**config.mk**
```make
export PLATFORM = sky130hd
export DESIGN_NAME = time_set_ctrl
export DESIGN_NICKNAME = d
export VERILOG_FILES = /design/src/rtl/time_set_ctrl.sv
export SDC_FILE = /design/constraint.sdc
export NUM_CORES = 1
export LEC_CHECK = 0
export BUFFER_PORTS_ARGS = -buffer_cell sky130_fd_sc_hd__buf_2
export CAP_MARGIN = 20
export CORE_ASPECT_RATIO = 0.75
export CORE_MARGIN = 5
export CORE_UTILIZATION = 29
export CTS_CLUSTER_DIAMETER = 40
export DETAILED_ROUTE_END_ITERATION = 7
export GPL_ROUTABILITY_DRIVEN = 0
export GPL_TIMING_DRIVEN = 0
export HOLD_SLACK_MARGIN = 0.1
export PLACE_DENSITY = 0.45
export SETUP_SLACK_MARGIN = 0.02
export SLEW_MARGIN = 20
export SYNTH_ARGS = -nofsm -noshare
export SYNTH_HDL_FRONTEND = slang
export SYNTH_SLANG_ARGS = --single-unit
```
**constraint.sdc**
```tcl
create_clock -name clk -period 2.5 [get_ports clk]
set_clock_uncertainty 0.1 [all_clocks]
set_input_delay 0.125 -clock clk [delete_from_list [all_inputs] [get_ports clk]]
set_output_delay 0.125 -clock clk [all_outputs]
set_load 0.1 [all_outputs]
```
**src/rtl/time_set_ctrl.sv**
```systemverilog
// ---------------------------------------------------------------------------
// time_set_ctrl : debounced MODE/INC time-setting controller for the clock
// Rev 1.0
// ---------------------------------------------------------------------------
`default_nettype none

module time_set_ctrl #(
  parameter int DEB_LEN       = 4,
  parameter int TIMEOUT_TICKS = 255,
  parameter int RPT_DELAY     = 32,
  parameter int RPT_RATE      = 8
) (
  input  logic       clk,
  input  logic       RESETn,
  input  logic       sample_tick,
  input  logic       btn_mode,
  input  logic       btn_inc,
  input  logic [5:0] cur_hour,
  input  logic [5:0] cur_min,
  output logic       load,
  output logic [5:0] data_hour,
  output logic [5:0] data_min,
  output logic [5:0] data_sec,
  output logic       edit_mode,
  output logic [5:0] disp_hour,
  output logic [5:0] disp_min,
  output logic [3:0] blink_sel
);

  typedef enum logic [1:0] {
    IDLE     = 2'd0,
    SET_HOUR = 2'd1,
    SET_MIN  = 2'd2,
    COMMIT   = 2'd3
  } state_t;

  localparam int              HW        = $clog2(RPT_DELAY + 1);
  localparam int              RW        = $clog2(RPT_RATE + 1);
  localparam logic [HW-1:0]   HOLD_MAX  = HW'(RPT_DELAY);
  localparam logic [HW-1:0]   HOLD_LAST = HW'(RPT_DELAY - 1);
  localparam logic [RW-1:0]   RATE_LAST = RW'(RPT_RATE - 1);
  localparam logic [7:0]      TO_MAX    = 8'(TIMEOUT_TICKS);

  logic [1:0] raw_btn;
  logic [1:0] level;
  logic [1:0] press;

  assign raw_btn = {btn_inc, btn_mode};

  // Bit 0 = MODE, bit 1 = INC
  genvar i;
  for (i = 0; i < 2; i++) begin : g_deb
    logic               s1, s2, lvl_r, lvl_q;
    logic [DEB_LEN-1:0] shift;
    logic [DEB_LEN-1:0] shift_nxt;

    assign shift_nxt = {shift[DEB_LEN-2:0], s2};

    always_ff @(posedge clk or negedge RESETn) begin
      if (!RESETn) begin
        s1    <= 1'b0;
        s2    <= 1'b0;
        lvl_r <= 1'b0;
        lvl_q <= 1'b0;
        shift <= '0;
      end else begin
        s1    <= raw_btn[i];
        s2    <= s1;
        lvl_q <= lvl_r;
        if (sample_tick) begin
          shift <= shift_nxt;
          if (&shift_nxt)
            lvl_r <= 1'b1;
          else if (~|shift_nxt)
            lvl_r <= 1'b0;
        end
      end
    end

    assign level[i] = lvl_r;
    assign press[i] = lvl_r & ~lvl_q;
  end

  logic unused_mode_level;
  assign unused_mode_level = level[0];

  state_t        state, state_nxt;
  logic [5:0]    edit_hour, edit_min;
  logic [7:0]    to_cnt;
  logic [HW-1:0] hold_cnt;
  logic [RW-1:0] rate_cnt;
  logic          rpt;
  logic          mode_press, inc_press, inc_level;
  logic          editing, timed_out, inc_evt;

  assign mode_press = press[0];
  assign inc_press  = press[1];
  assign inc_level  = level[1];
  assign editing    = (state == SET_HOUR) || (state == SET_MIN);
  assign timed_out  = (to_cnt == TO_MAX);
  // MODE wins over a coincident INC
  assign inc_evt    = (inc_press | rpt) & ~mode_press;
  assign edit_mode  = editing;
  assign data_sec   = 6'd0;

  always_ff @(posedge clk or negedge RESETn) begin
    if (!RESETn) state <= IDLE;
    else         state <= state_nxt;
  end

  always_comb begin
    state_nxt = state;
    case (state)
      IDLE:     if (mode_press) state_nxt = SET_HOUR;
      SET_HOUR: if (mode_press) state_nxt = SET_MIN;
                else if (timed_out) state_nxt = IDLE;
      SET_MIN:  if (mode_press) state_nxt = COMMIT;
                else if (timed_out) state_nxt = IDLE;
      COMMIT:   state_nxt = IDLE;
      default:  state_nxt = IDLE;
    endcase
  end

  always_ff @(posedge clk or negedge RESETn) begin
    if (!RESETn) begin
      to_cnt <= 8'd0;
    end else if (!editing || mode_press || inc_press) begin
      to_cnt <= 8'd0;
    end else if (sample_tick && !timed_out) begin
      to_cnt <= to_cnt + 8'd1;
    end
  end

  // Hold counter runs to RPT_DELAY, then the rate counter paces repeats
  always_ff @(posedge clk or negedge RESETn) begin
    if (!RESETn) begin
      hold_cnt <= '0;
      rate_cnt <= '0;
      rpt      <= 1'b0;
    end else begin
      rpt <= 1'b0;
      if (!inc_level || !editing || (state_nxt != state)) begin
        hold_cnt <= '0;
        rate_cnt <= '0;
      end else if (sample_tick) begin
        if (hold_cnt != HOLD_MAX) begin
          hold_cnt <= hold_cnt + 1'b1;
          if (hold_cnt == HOLD_LAST) rpt <= 1'b1;
        end else if (rate_cnt == RATE_LAST) begin
          rate_cnt <= '0;
          rpt      <= 1'b1;
        end else begin
          rate_cnt <= rate_cnt + 1'b1;
        end
      end
    end
  end

  always_ff @(posedge clk or negedge RESETn) begin
    if (!RESETn) begin
      edit_hour <= 6'd0;
      edit_min  <= 6'd0;
    end else begin
      case (state)
        IDLE: if (mode_press) begin
          edit_hour <= cur_hour;
          edit_min  <= cur_min;
        end
        SET_HOUR: if (inc_evt)
          edit_hour <= (edit_hour == 6'd23) ? 6'd0 : edit_hour + 6'd1;
        SET_MIN: if (inc_evt)
          edit_min <= (edit_min == 6'd59) ? 6'd0 : edit_min + 6'd1;
        default: ;
      endcase
    end
  end

  always_ff @(posedge clk or negedge RESETn) begin
    if (!RESETn) begin
      load      <= 1'b0;
      data_hour <= 6'd0;
      data_min  <= 6'd0;
      disp_hour <= 6'd0;
      disp_min  <= 6'd0;
      blink_sel <= 4'b0000;
    end else begin
      load <= (state_nxt == COMMIT);
      if (state_nxt == COMMIT) begin
        data_hour <= edit_hour;
        data_min  <= edit_min;
      end
      disp_hour <= editing ? edit_hour : cur_hour;
      disp_min  <= editing ? edit_min  : cur_min;
      case (state)
        SET_HOUR: blink_sel <= 4'b1100;
        SET_MIN:  blink_sel <= 4'b0011;
        default:  blink_sel <= 4'b0000;
      endcase
    end
  end

endmodule

`default_nettype wire

```
## After elaboration in Yosys (flattened, before gate mapping)

Cells that the tools add are included.

- Register bits after elaboration: 76
- Input bits: 17
- Output and inout port bits: 36
- Logic and storage cells: 111

- Add/subtract/negate cells: 5
- Eq/ne operators: 17
- Muxes and demuxes: 34
- Bitwise logic cells: 7
- Reductions and logical operators: 25

Operator list:

| operator | count |
|---|---|
| 6-bit 2-to-1 mux | 11 |
| 6-bit one-hot mux with 2 select lines | 2 |
| 6-bit by 1-bit adder with 6-bit output (second input constant) | 3 |
| 4-bit 2-to-1 mux | 4 |
| 8-bit 2-to-1 mux | 2 |
| 6-bit by 5-bit == test with 1-bit output (second input constant) | 2 |
| 2-bit != test (second input constant) | 6 |
| 2-bit nonzero test | 5 |
| 1-bit 2-to-1 mux | 9 |
| 8-bit by 1-bit adder with 8-bit output (second input constant) | 1 |
| 8-bit == test (second input constant) | 1 |
| 2-bit 2-to-1 mux | 4 |
| 2-bit one-hot mux with 4 select lines | 1 |
| 4-bit one-hot mux with 2 select lines | 1 |
| 2-bit AND reduction | 4 |
| 4-bit AND reduction | 2 |
| 4-bit OR reduction | 2 |
| 2-bit == test (second input constant) | 3 |
| 6-bit == test (second input constant) | 1 |
| 6-bit != test (second input constant) | 1 |
| 3-bit AND reduction | 2 |
| 1-bit logical OR | 5 |
| 4-bit by 1-bit adder with 4-bit output (second input constant) | 1 |
| 4-bit by 3-bit == test with 1-bit output (second input constant) | 1 |
| 8 further kinds | 14 |

## Depth between registers and ports, before layout

Gate-level depths: netlist (run 1).

- Word-level depth: 8
- Depth in mapped cells: 8

## Worst setup path before layout (run 1)

No wires, ideal clock.

- Path type: reg2reg
- Start: register state[0]
- End: register hold_cnt[0]
- Arrival time: 2.411 ns
- Data required time: 2.320 ns
- Slack: -0.091 ns
- Cell stages (with the launch flop): 8
- Path buffers: 2
- Path through: dfrtp_1 -> inv_1 -> ha_1 -> clkbuf_1 -> nand2_1 -> a2111o_1 -> buf_6 -> nor3_2

- Longest elaborated chain between the ends: 7

Ends and longest elaborated chain:

| element | line | text |
|---|---|---|
| from (decl) | 87 | `state_t state, state_nxt;` |
| from (signal assigned) | 108 | `else state <= state_nxt;` |
| 2-bit by 1-bit == test with 1-bit output / 2-bit == test (equally long branches) | 99 | `assign editing = (state == SET_HOUR) \|\| (state == SET_MIN);` |
| 1-bit logical OR * | 99 |  |
| net edit_mode | 24 | `output logic edit_mode,` |
| 1-bit zero test * | 142 | `if (!inc_level \|\| !editing \|\| (state_nxt != state)) begin` |
| 1-bit logical OR * (2 in series) | 142 |  |
| 2-bit nonzero test (no line) | - |  |
| 2-bit AND reduction (no line) | - |  |
| to (signal assigned) | 147 | `hold_cnt <= hold_cnt + 1'b1;` |
| to (decl) | 90 | `logic [HW-1:0] hold_cnt;` |

The timed path passes the listed nets; every way through them passes the cells marked *.
A chain may end at the register's enable or synchronous reset.

## Worst setup path in the final report (run 1)

- Start: register state[0]
- End: register rpt

- Longest elaborated chain between the ends: 6

Ends and longest elaborated chain:

| element | line | text |
|---|---|---|
| 2-bit 2-to-1 mux (tied with other cells) | 116, 118 |  |
| 2-bit 2-to-1 mux (tied with other cells) | 117 | `SET_MIN: if (mode_press) state_nxt = COMMIT;` |
| 2-bit one-hot mux with 4 select lines / 1-bit zero test (equally long branches) | 113, 142 |  |
| 2-bit != test / 1-bit logical OR (equally long branches) | 142 |  |
| 1-bit logical OR * | 142 |  |
| 1-bit 2-to-1 mux * | 142 |  |
| to (signal assigned) | 139 | `rpt <= 1'b0;` |
| to (signal assigned) | 141 | `rpt <= 1'b0;` |
| to (signal assigned) | 148 | `if (hold_cnt == HOLD_LAST) rpt <= 1'b1;` |
| to (decl) | 92 | `logic rpt;` |

Mark *: on every way between the ends. The rest lies on a longest branch, timed or not.

==> flow_summary.yaml, run 1 <==
synthesis:
  synthArstFlopShare: 1.00
  synthFlopType: "dfrtp_1"
  ys_seq_area_frac: 0.501
  syn_area_per_cell_sq_um: 11.6
  synth.cell_area_sq_um: 3700
  ys_ff_latch: 74
  synth_warnings: 0
  synth_edf_count: 0
  syn_inst: 318
  synth.distinct_cells: 64
clocking:
  h-tree-depth: 3
  clock_sinks: 74
  clk_pin_slew_ns: 0.06
  numCtsBuffers: 9
  cts_root_buf: "clkbuf_16"
  cts_buffer_depth: 2
  clk_latency_ns: 0.33
  cts_tree: "yes"
drt:
  wl_per_cell_um: 14.0
  wl_mm: 7.91
  ant_nets: 0
  num_vias: 2642
  drt_iter0_markers: 122
  drc: 0
  viasPerCell: 4.67
  drt-pass1-iter-count: 4
job:
  drv_cap: 0
floorplanning:
  start_util: 0.298
  core_area_sq_um: 12400
  fp.dieH_um: 108
  dieArea_sq_um: 15100
  fp.dieW_um: 140
  io_pins: 53
  num_rows: 35
critical_path:
  path_max_fanout: 10
  end_kind: "flip-flop"
  cp_data_arrival_time_ns: 2.49
  crit_type: "reg -> reg"
  cp-start-kind: "flip-flop"
  cp_data_required_time_ns: 2.65
final_layout:
  regMostFlops: "to_cnt"
  num_antenna_cells: 0
  fillCellCount: 1238
  final_area_sq_um: 4670
  multi_input_area_sq_um: 1660
  final-instance-count-excl-fill: 566
  regArea_sq_um: 1850
  largest_reg_flops: 8
  num-nets-final: 423
  area_delta_synth_final_pct: 26.4
  drive_gt1_frac: 0.328
  fin_util: 0.377
sta:
  fmax_mhz: 427
  report.final.setup_viol: 0
  fin_hold_ws_ns: 0.181
  worst_slew_pin_slew_ns: 0.669
  tns_ns: 0
  slew_viol_final: 0
  rsz0062_at_grt: "no"
  finalCritPeriodShare: 0.936
  period_minus_slack_ns: 2.34
  hold_viol: 0
  maxSlewHeadroom: 0.550
placement:
  place.port_buffers: 45
  place_hpwl_mm: 5.55
  place_area_sq_um: 4170
  placed_cells: 535
global_route:
  gr-total-overflow: 0
  grt_pass1_wl_mm: 13.2
  grt_pass1_vias: 2568
  grt_util_all_layers: 0.110
  antenna_found_initial: 0
  grt_max_degree: 42
hold_path:
  hp-class: "in -> async"
power:
  power.leakage_nw: 2.08
  pwr_density_cell_nw_per_um2: 1220
  ir_drop_mv: 0.725
run_status:
  status: "complete, no violations"
[synth_stat cells, types with 2 or more instances]
master     instances  area, sq um
buf_4              8         60.1
o21ai_0            7         35.0
ha_1              11          138
o211ai_1           2         15.0
o2bb2ai_1          2         17.5
a211oi_1           4         30.0
nand3_1           10         50.1
nand2b_1           3         18.8
xor2_1             5         43.8
a41oi_1            2         17.5
a22o_1             5         43.8
a22oi_1            2         15.0
a2111oi_0          3         26.3
nand2_1           15         56.3
mux2_2            20          225
a21oi_1            8         40.0
o31ai_1            3         22.5
nor3_2            10          100
and3_1             4         25.0
buf_1              2         7.51
nor3_1             3         15.0
or4_1              2         15.0
nor2_1            18         67.6
clkbuf_1           5         18.8
mux2_4             9          135
inv_1             17         63.8
o22ai_1            7         43.8
mux2i_1            6         60.1
xnor2_1            7         61.3
dfrtp_1           74         1850
buf_2              3         15.0
buf_6              3         33.8
o2111a_1           2         22.5
nand4_1            5         31.3
nor4_2             2         25.0
[per-layer routing]
metal  routed length (um)  vias up  share of wire  global-route usage
met5                    0        -              0                   0
met4                  136        0          0.017              0.0436
met3                  399        8          0.050              0.0320
met2                 3240       55           0.41               0.149
met1                 4130     1270           0.52               0.161
li1                     -     1309              -                   -
[critical path, stage by stage, from the launching register on]
cell and delay [ns]:
dfrtp_2 0.41, inv_1 0.11, ha_1 0.20, clkbuf_4 0.20, or3_4 0.35, o2111a_1 0.14
a2111o_1 0.39, buf_6 0.17, nor3_2 0.18
[report_power, final]
group | leakage [nW] | internal, W | switching, W
Clock | 0.151 | 0.000871 | 0.000505
Sequential | 0.945 | 0.00149 | 0.000247
Combinational | 0.986 | 0.000660 | 0.00193
Total | 2.08 | 0.00302 | 0.00268
[logic make-up after synthesis]
| family | share of synthesized area |
|---|---|
| AND/OR/NAND/NOR | 0.136 |
| flip-flops | 0.501 |
| AO/OA/AOI/OAI | 0.124 |
| buffers and inverters | 0.0589 |
| multiplexers | 0.114 |
| XOR/XNOR | 0.0284 |
| adder cells (fa/ha/maj) | 0.0372 |
| other | 0.00101 |
[area by class of cell]
| type | count | share of cell area |
|---|---|---|
| clock inverters | 7 | 0.0201 |
| well taps | 166 | 0.0445 |
| plain buffers | 20 | 0.0313 |
| clock buffers | 9 | 0.0482 |
| repair buffers | 63 | 0.0884 |
| inverters | 18 | 0.0145 |
| multi-input cells | 209 | 0.356 |
| flip-flops and latches | 74 | 0.397 |
[repair_timing]
| item | 4_1_cts | 5_1_grt |
|---|---|---|
| pin swaps | 1 | 1 |
| setup buffers | 1 | 1 |
| hold buffers | 15 | 0 |
| resized for setup | 4 | 4 |
| endpoints found under the setup margin | 35 | 28 |
| endpoints found under the hold margin | 99 | 0 |
[final timing paths]
path                                       startpoint                  endpoint  slack [ns]  cells after the start
worst max-delay path               state[0]$_DFF_PN0_             rpt$_DFF_PN0_        0.16                      8
worst min-delay path                           RESETn     g_deb[0].s1$_DFF_PN0_        0.18                      2
worst max register to register     state[0]$_DFF_PN0_             rpt$_DFF_PN0_        0.16                      8
worst min register to register  g_deb[0].s1$_DFF_PN0_     g_deb[0].s2$_DFF_PN0_        0.25                      0
max in group asynchronous                      RESETn  edit_hour[3]$_DFFE_PN0P_        1.52                      3
min in group clk                g_deb[0].s1$_DFF_PN0_     g_deb[0].s2$_DFF_PN0_        0.25                      0
[placed cells by master (no fill, tap or decap), types with 6 or more instances in the layout]
| cell type | synthesis | final |
|---|---|---|
| dfrtp_1 | 74 | 72 |
| buf_2 | 3 | 46 |
| mux2_2 | 20 | 20 |
| nor2_1 | 18 | 17 |
| inv_1 | 17 | 16 |
| nand2_1 | 15 | 15 |
| dlygate4sd3_1 | 0 | 15 |
| buf_4 | 8 | 11 |
| nand3_1 | 10 | 10 |
| nor3_2 | 10 | 10 |
| ha_1 | 11 | 10 |
| mux2_4 | 9 | 9 |
| clkbuf_16 | 0 | 9 |
| a21oi_1 | 8 | 8 |
| o21ai_0 | 7 | 7 |
| xnor2_1 | 7 | 7 |
| o22ai_1 | 7 | 7 |
| mux2i_1 | 6 | 6 |
| conb_1 | 1 | 6 |
[metrics by stage]
step | power (W) | setup WS, ns
6_report | 0.00570 | 0.159
5_1_grt | 0.00598 | 0.0177
4_1_cts | 0.00574 | 0.0404
3_5_place_dp | 0.00431 | -0.279
3_3_place_gp | 0.00429 | -0.248
2_1_floorplan | 0.00384 | 0.128
Note: power is estimated with default switching activity, not from simulation.
==> run 2, diff against run 1 <==
--- a/config.mk
+++ b/config.mk
@@ -5,17 +5,19 @@
 export SDC_FILE = /design/constraint.sdc
 export NUM_CORES = 1
 export LEC_CHECK = 0
+export ABC_AREA = 1
 export BUFFER_PORTS_ARGS = -buffer_cell sky130_fd_sc_hd__buf_2
 export CAP_MARGIN = 20
 export CORE_ASPECT_RATIO = 0.75
 export CORE_MARGIN = 5
-export CORE_UTILIZATION = 29
+export CORE_UTILIZATION = 40
+export CTS_BUF_LIST = sky130_fd_sc_hd__clkbuf_8
 export CTS_CLUSTER_DIAMETER = 40
 export DETAILED_ROUTE_END_ITERATION = 7
 export GPL_ROUTABILITY_DRIVEN = 0
 export GPL_TIMING_DRIVEN = 0
 export HOLD_SLACK_MARGIN = 0.1
-export PLACE_DENSITY = 0.45
+export PLACE_DENSITY = 0.58
 export SETUP_SLACK_MARGIN = 0.02
 export SLEW_MARGIN = 20
 export SYNTH_ARGS = -nofsm -noshare
==> flow_summary.yaml, run 2 <==
placement:
  placed_cells: 581
  place_area_sq_um: 4070
  place.port_buffers: 46
  place_hpwl_mm: 5.47
clocking:
  post_cts_buffers: 0
  clock_sinks: 74
  cts_tree: "yes"
  cts_buffer_depth: 2
  clk_latency_ns: 0.35
  h-tree-depth: 3
  cts_root_buf: "clkbuf_8"
  clk_pin_slew_ns: 0.07
  numCtsBuffers: 9
  cts_resized: 0
floorplanning:
  fp.dieW_um: 120
  core_area_sq_um: 8970
  start_util: 0.407
  num_rows: 30
  fp.dieH_um: 92.8
  io_pins: 53
  dieArea_sq_um: 11200
drt:
  wl_mm: 7.44
  ant_nets: 0
  num_vias: 2854
  drt_iter0_markers: 109
  drt-pass1-iter-count: 5
  viasPerCell: 4.68
  wl_per_cell_um: 12.2
  drc: 0
critical_path:
  cp-start-kind: "flip-flop"
  cp_top_family: "buffers and inverters"
  path_cells: "inv_1, ha_2, buf_4, inv_4, nor3_4, nand2_2, buf_2, a21oi_1, a211oi_2"
  path_max_fanout: 10
  rrSetupSlack_ns: 0.28
  path_buf_inv: 4
  crit_type: "reg -> reg"
  max_stage_delay_ns: 0.43
  cp_data_required_time_ns: 2.63
  crit_slowest_cell: "dfrtp_1"
  cp_data_arrival_time_ns: 2.35
  end_kind: "flip-flop"
hold_path:
  hp-class: "in -> async"
final_layout:
  multi_input_area_sq_um: 1510
  final_area_sq_um: 4370
  area_delta_synth_final_pct: 19.6
  fillCellCount: 863
  largest_reg_flops: 8
  final-instance-count-excl-fill: 610
  num_antenna_cells: 0
  regMostFlops: "to_cnt"
  drive_gt1_frac: 0.239
  layout_commonest_cell: "nand2_1"
  num-nets-final: 524
  regArea_sq_um: 1850
  layout_common_cells: "nand2_1, dfrtp_1, buf_2, inv_1, o21ai_0"
sta:
  worst_slew_pin_slew_ns: 0.580
  period_minus_slack_ns: 2.22
  tns_ns: 0
  maxSlewHeadroom: 0.609
  report.final.setup_viol: 0
  fmax_mhz: 450
  rsz0062_at_grt: "no"
  slew_viol_final: 0
  hold_viol: 0
  finalCritPeriodShare: 0.888
synthesis:
  synthArstFlopShare: 1.00
  synth_common_cells: "nand2_1, dfrtp_1, inv_1"
  synth.cell_area_sq_um: 3650
  syn_inst: 417
  synth_edf_count: 0
  synthFlopType: "dfrtp_1"
  synth_warnings: 0
  syn_area_per_cell_sq_um: 8.76
  yosys.area.top_type: "dfrtp_1"
  synth_top_area_share: 0.507
  yosys-top-cells-area: "dfrtp_1, nand2_1, o21ai_0"
  ys_ff_latch: 74
  yosysMostFrequentCell: "nand2_1"
  synth.distinct_cells: 37
  ys_seq_area_frac: 0.507
job:
  drv_cap: 0
run_status:
  status: "complete, no violations"
global_route:
  antenna_found_initial: 0
  grt_max_degree: 39
  grt_pass1_wl_mm: 13.1
  gr-total-overflow: 0
  grt_pass1_vias: 2737
  grt_util_all_layers: 0.147
-- run 2: cell types whose count changed after synthesis, sizes merged, moves of 5 or more --
cell	previous run	this run
nor2	18	37
inv	17	51
xor2	5	11
nand2	15	118
a22o	5	0
nand3	10	18
mux2	29	0
mux2i	6	0
o21ai	7	39
nor3	13	6
-- run 2: final cells by class --
| cell class | instances | area share |
|---|---|---|
| inverters | 52 | 0.0453 |
| flip-flops and latches | 74 | 0.424 |
| multi-input cells | 281 | 0.345 |
| clock inverters | 4 | 0.00372 |
| clock buffers | 9 | 0.0284 |
| repair buffers | 63 | 0.0945 |
| well taps | 112 | 0.0321 |
| plain buffers | 15 | 0.0266 |
-- run 2: timing repair --
item,4_1_cts,5_1_grt
endpoints found under the hold margin,101,0
endpoints found under the setup margin,0,1
hold buffers,16,0
-- run 2: cells by family (layout without fill, tap and decap cells) --
group | Yosys count | after routing | synth area share
AOI/OAI and AO/OA | 64 | 64 | 0.101
xor gates and xnor gates | 15 | 15 | 0.0360
adders and majority gates | 11 | 11 | 0.0377
buffers and inverters | 67 | 143 | 0.0860
DFF | 74 | 74 | 0.507
other | 1 | 6 | 0.00103
and+or+nand+nor | 185 | 185 | 0.231
-- run 2: worst paths after layout --
| kind | start | to | depth (start not counted) |
|---|---|---|---|
| worst min register to register | g_deb[0].s1$_DFF_PN0_ | g_deb[0].s2$_DFF_PN0_ | 0 |
| worst max-delay path | state[1]$_DFF_PN0_ | to_cnt[2]$_DFFE_PN0P_ | 9 |
| max in group asynchronous | RESETn | to_cnt[2]$_DFFE_PN0P_ | 3 |
| min in group clk | g_deb[0].s1$_DFF_PN0_ | g_deb[0].s2$_DFF_PN0_ | 0 |
| worst max register to register | state[1]$_DFF_PN0_ | to_cnt[2]$_DFFE_PN0P_ | 9 |
| worst min-delay path | RESETn | g_deb[0].s1$_DFF_PN0_ | 2 |
-- run 2: stage by stage --
stage / setup WS [ns] / utilization / hold slack, ns
finish: 0.280 / 0.487 / 0.182
global route: 0.0813 / 0.487 / 0.212
CTS: 0.176 / 0.487 / 0.177
detailed placement: 0.203 / 0.453 / 0.0233
global placement: 0.199 / 0.451 / 0.138
floorplan: 0.0920 / - / -0.271
-- run 2: layer usage --
metal	vias to the layer above	global-route usage	part of all wire
li1	1469	-	-
met1	1325	0.197	0.50
met2	55	0.225	0.44
met3	5	0.0488	0.048
met4	0	0.0453	0.014
met5	-	0	0
Power of run 2 is left out: the tool's default activity adds up to more than one toggle a clock period on the data nets, which glitch-free logic cannot reach.
==> run 3, diff against run 2 <==
--- a/config.mk
+++ b/config.mk
@@ -8,6 +8,8 @@
 export ABC_AREA = 1
 export BUFFER_PORTS_ARGS = -buffer_cell sky130_fd_sc_hd__buf_2
 export CAP_MARGIN = 20
+export CELL_PAD_IN_SITES_DETAIL_PLACEMENT = 0
+export CELL_PAD_IN_SITES_GLOBAL_PLACEMENT = 1
 export CORE_ASPECT_RATIO = 0.75
 export CORE_MARGIN = 5
 export CORE_UTILIZATION = 40
@@ -17,7 +19,7 @@
 export GPL_ROUTABILITY_DRIVEN = 0
 export GPL_TIMING_DRIVEN = 0
 export HOLD_SLACK_MARGIN = 0.1
-export PLACE_DENSITY = 0.58
+export PLACE_DENSITY = 0.77
 export SETUP_SLACK_MARGIN = 0.02
 export SLEW_MARGIN = 20
 export SYNTH_ARGS = -nofsm -noshare
==> constraint.sdc (replaced) <==
create_clock -name clk -period 2 [get_ports clk]
set_clock_uncertainty 0.1 [all_clocks]
set_input_delay 0.1 -clock clk [delete_from_list [all_inputs] [get_ports clk]]
set_output_delay 0.1 -clock clk [all_outputs]
set_load 0.1 [all_outputs]
==> flow_summary.yaml, run 3 (synthesis gave the netlist of run 2 again) <==
run_status:
  status: "complete, no violations"
final_layout:
  num_antenna_cells: 0
  drive_gt1_frac: 0.271
  final-instance-count-excl-fill: 621
  area_delta_synth_final_pct: 25.5
  num-nets-final: 532
  layout_commonest_cell: "nand2_1"
  regMostFlops: "to_cnt"
  fillCellCount: 803
  largest_reg_flops: 8
  layout_common_cells: "nand2_1, dfrtp_1, buf_2, inv_1, o21ai_0"
  final_area_sq_um: 4590
drt:
  viasPerCell: 4.57
  num_vias: 2841
  ant_nets: 0
  wl_mm: 7.62
  drt_iter0_markers: 162
  wl_per_cell_um: 12.3
  drc: 0
  drt-pass1-iter-count: 4
critical_path:
  cp_data_arrival_time_ns: 2.01
  end_kind: "flip-flop"
  cp_data_required_time_ns: 2.15
  crit_type: "reg -> reg"
  r2r_cells: 8
  path_max_fanout: 10
  cp-start-kind: "flip-flop"
global_route:
  grt_pass1_wl_mm: 13.3
  antenna_found_initial: 0
  grt_max_degree: 41
  grt_util_all_layers: 0.149
  gr-total-overflow: 0
  grt_pass1_vias: 2814
placement:
  place_area_sq_um: 4090
  place.port_buffers: 46
  placed_cells: 581
  place_hpwl_mm: 5.52
floorplanning:
  fp.dieW_um: 120
  dieArea_sq_um: 11200
  fp.dieH_um: 92.8
  io_pins: 53
  start_util: 0.407
  core_area_sq_um: 8970
  num_rows: 30
sta:
  finalCritPeriodShare: 0.929
  slew_viol_final: 0
  fin_hold_ws_ns: 0.147
  period_minus_slack_ns: 1.86
  worst_slew_pin_slew_ns: 0.523
  maxSlewHeadroom: 0.652
  fmax_mhz: 538
  rsz0062_at_grt: "no"
  hold_viol: 0
  report.final.setup_viol: 0
hold_path:
  hp-class: "in -> async"
clocking:
  clock_sinks: 74
  h-tree-depth: 3
  cts_root_buf: "clkbuf_8"
  cts_buffer_depth: 2
  clk_pin_slew_ns: 0.08
  numCtsBuffers: 9
  cts_tree: "yes"
  clk_latency_ns: 0.35
job:
  drv_cap: 0
[run 3: changes by cell type in the layout (fill, tap and decap cells not counted), sizes merged]
| cell | delta |
|---|---|
| buf | +7 |
| bufinv | +2 |
| clkbuf | +2 |
[run 3: final cells by class]
cell class,instances,area [sq um],share of cell area
flip-flops and latches,74,1850,0.404
multi-input cells,281,1550,0.337
repair buffers,71,490,0.107
inverters,52,205,0.0447
well taps,112,140,0.0306
clock buffers,10,138,0.0300
plain buffers,15,133,0.0289
clock inverters,6,81.3,0.0177
[run 3: path summary, 6_finish.rpt]
path | startpoint | to | slack (ns)
max | state[1]$_DFF_PN0_ | to_cnt[2]$_DFFE_PN0P_ | 0.14
min | RESETn | disp_min[3]$_DFF_PN0_ | 0.15
max reg2reg | state[1]$_DFF_PN0_ | to_cnt[2]$_DFFE_PN0P_ | 0.14
min reg2reg | g_deb[1].s1$_DFF_PN0_ | g_deb[1].s2$_DFF_PN0_ | 0.25
max in group asynchronous | RESETn | state[0]$_DFF_PN0_ | 1.07
min in group clk | g_deb[1].s1$_DFF_PN0_ | g_deb[1].s2$_DFF_PN0_ | 0.25
[run 3: routing by layer]
metal | GRT usage | vias to the layer above | wire (um)
li1 | - | 1494 | -
met1 | 0.202 | 1291 | 3780
met2 | 0.226 | 47 | 3340
met3 | 0.0433 | 9 | 378
met4 | 0.0585 | 0 | 128
met5 | 0 | - | 0
[run 3: critical path, stage by stage, from the launching register on]
cell	delay (ns)
dfrtp_2	0.39
inv_4	0.07
ha_4	0.27
buf_6	0.13
inv_4	0.07
nor3_4	0.22
nand2_2	0.11
buf_6	0.16
a211oi_2	0.22
[run 3: repair_timing]
item	4_1_cts	5_1_grt
buffers inserted	4	3
hold endpoints to repair	103	0
pin swaps	1	3
gates resized for setup	4	8
cloned	0	1
hold buffers	16	0
setup endpoints to repair	33	29
[run 3: metrics by stage]
step	setup slack [ns]	setup TNS, ns	util
2_1_floorplan	0.000540	0	-
3_3_place_gp	-0.0993	-1.31	0.454
3_5_place_dp	-0.0859	-1.00	0.456
4_1_cts	0.0542	0	0.503
5_1_grt	0.0187	0	0.511
6_report	0.142	0	0.511
Power of run 3 is left out for the same reason.
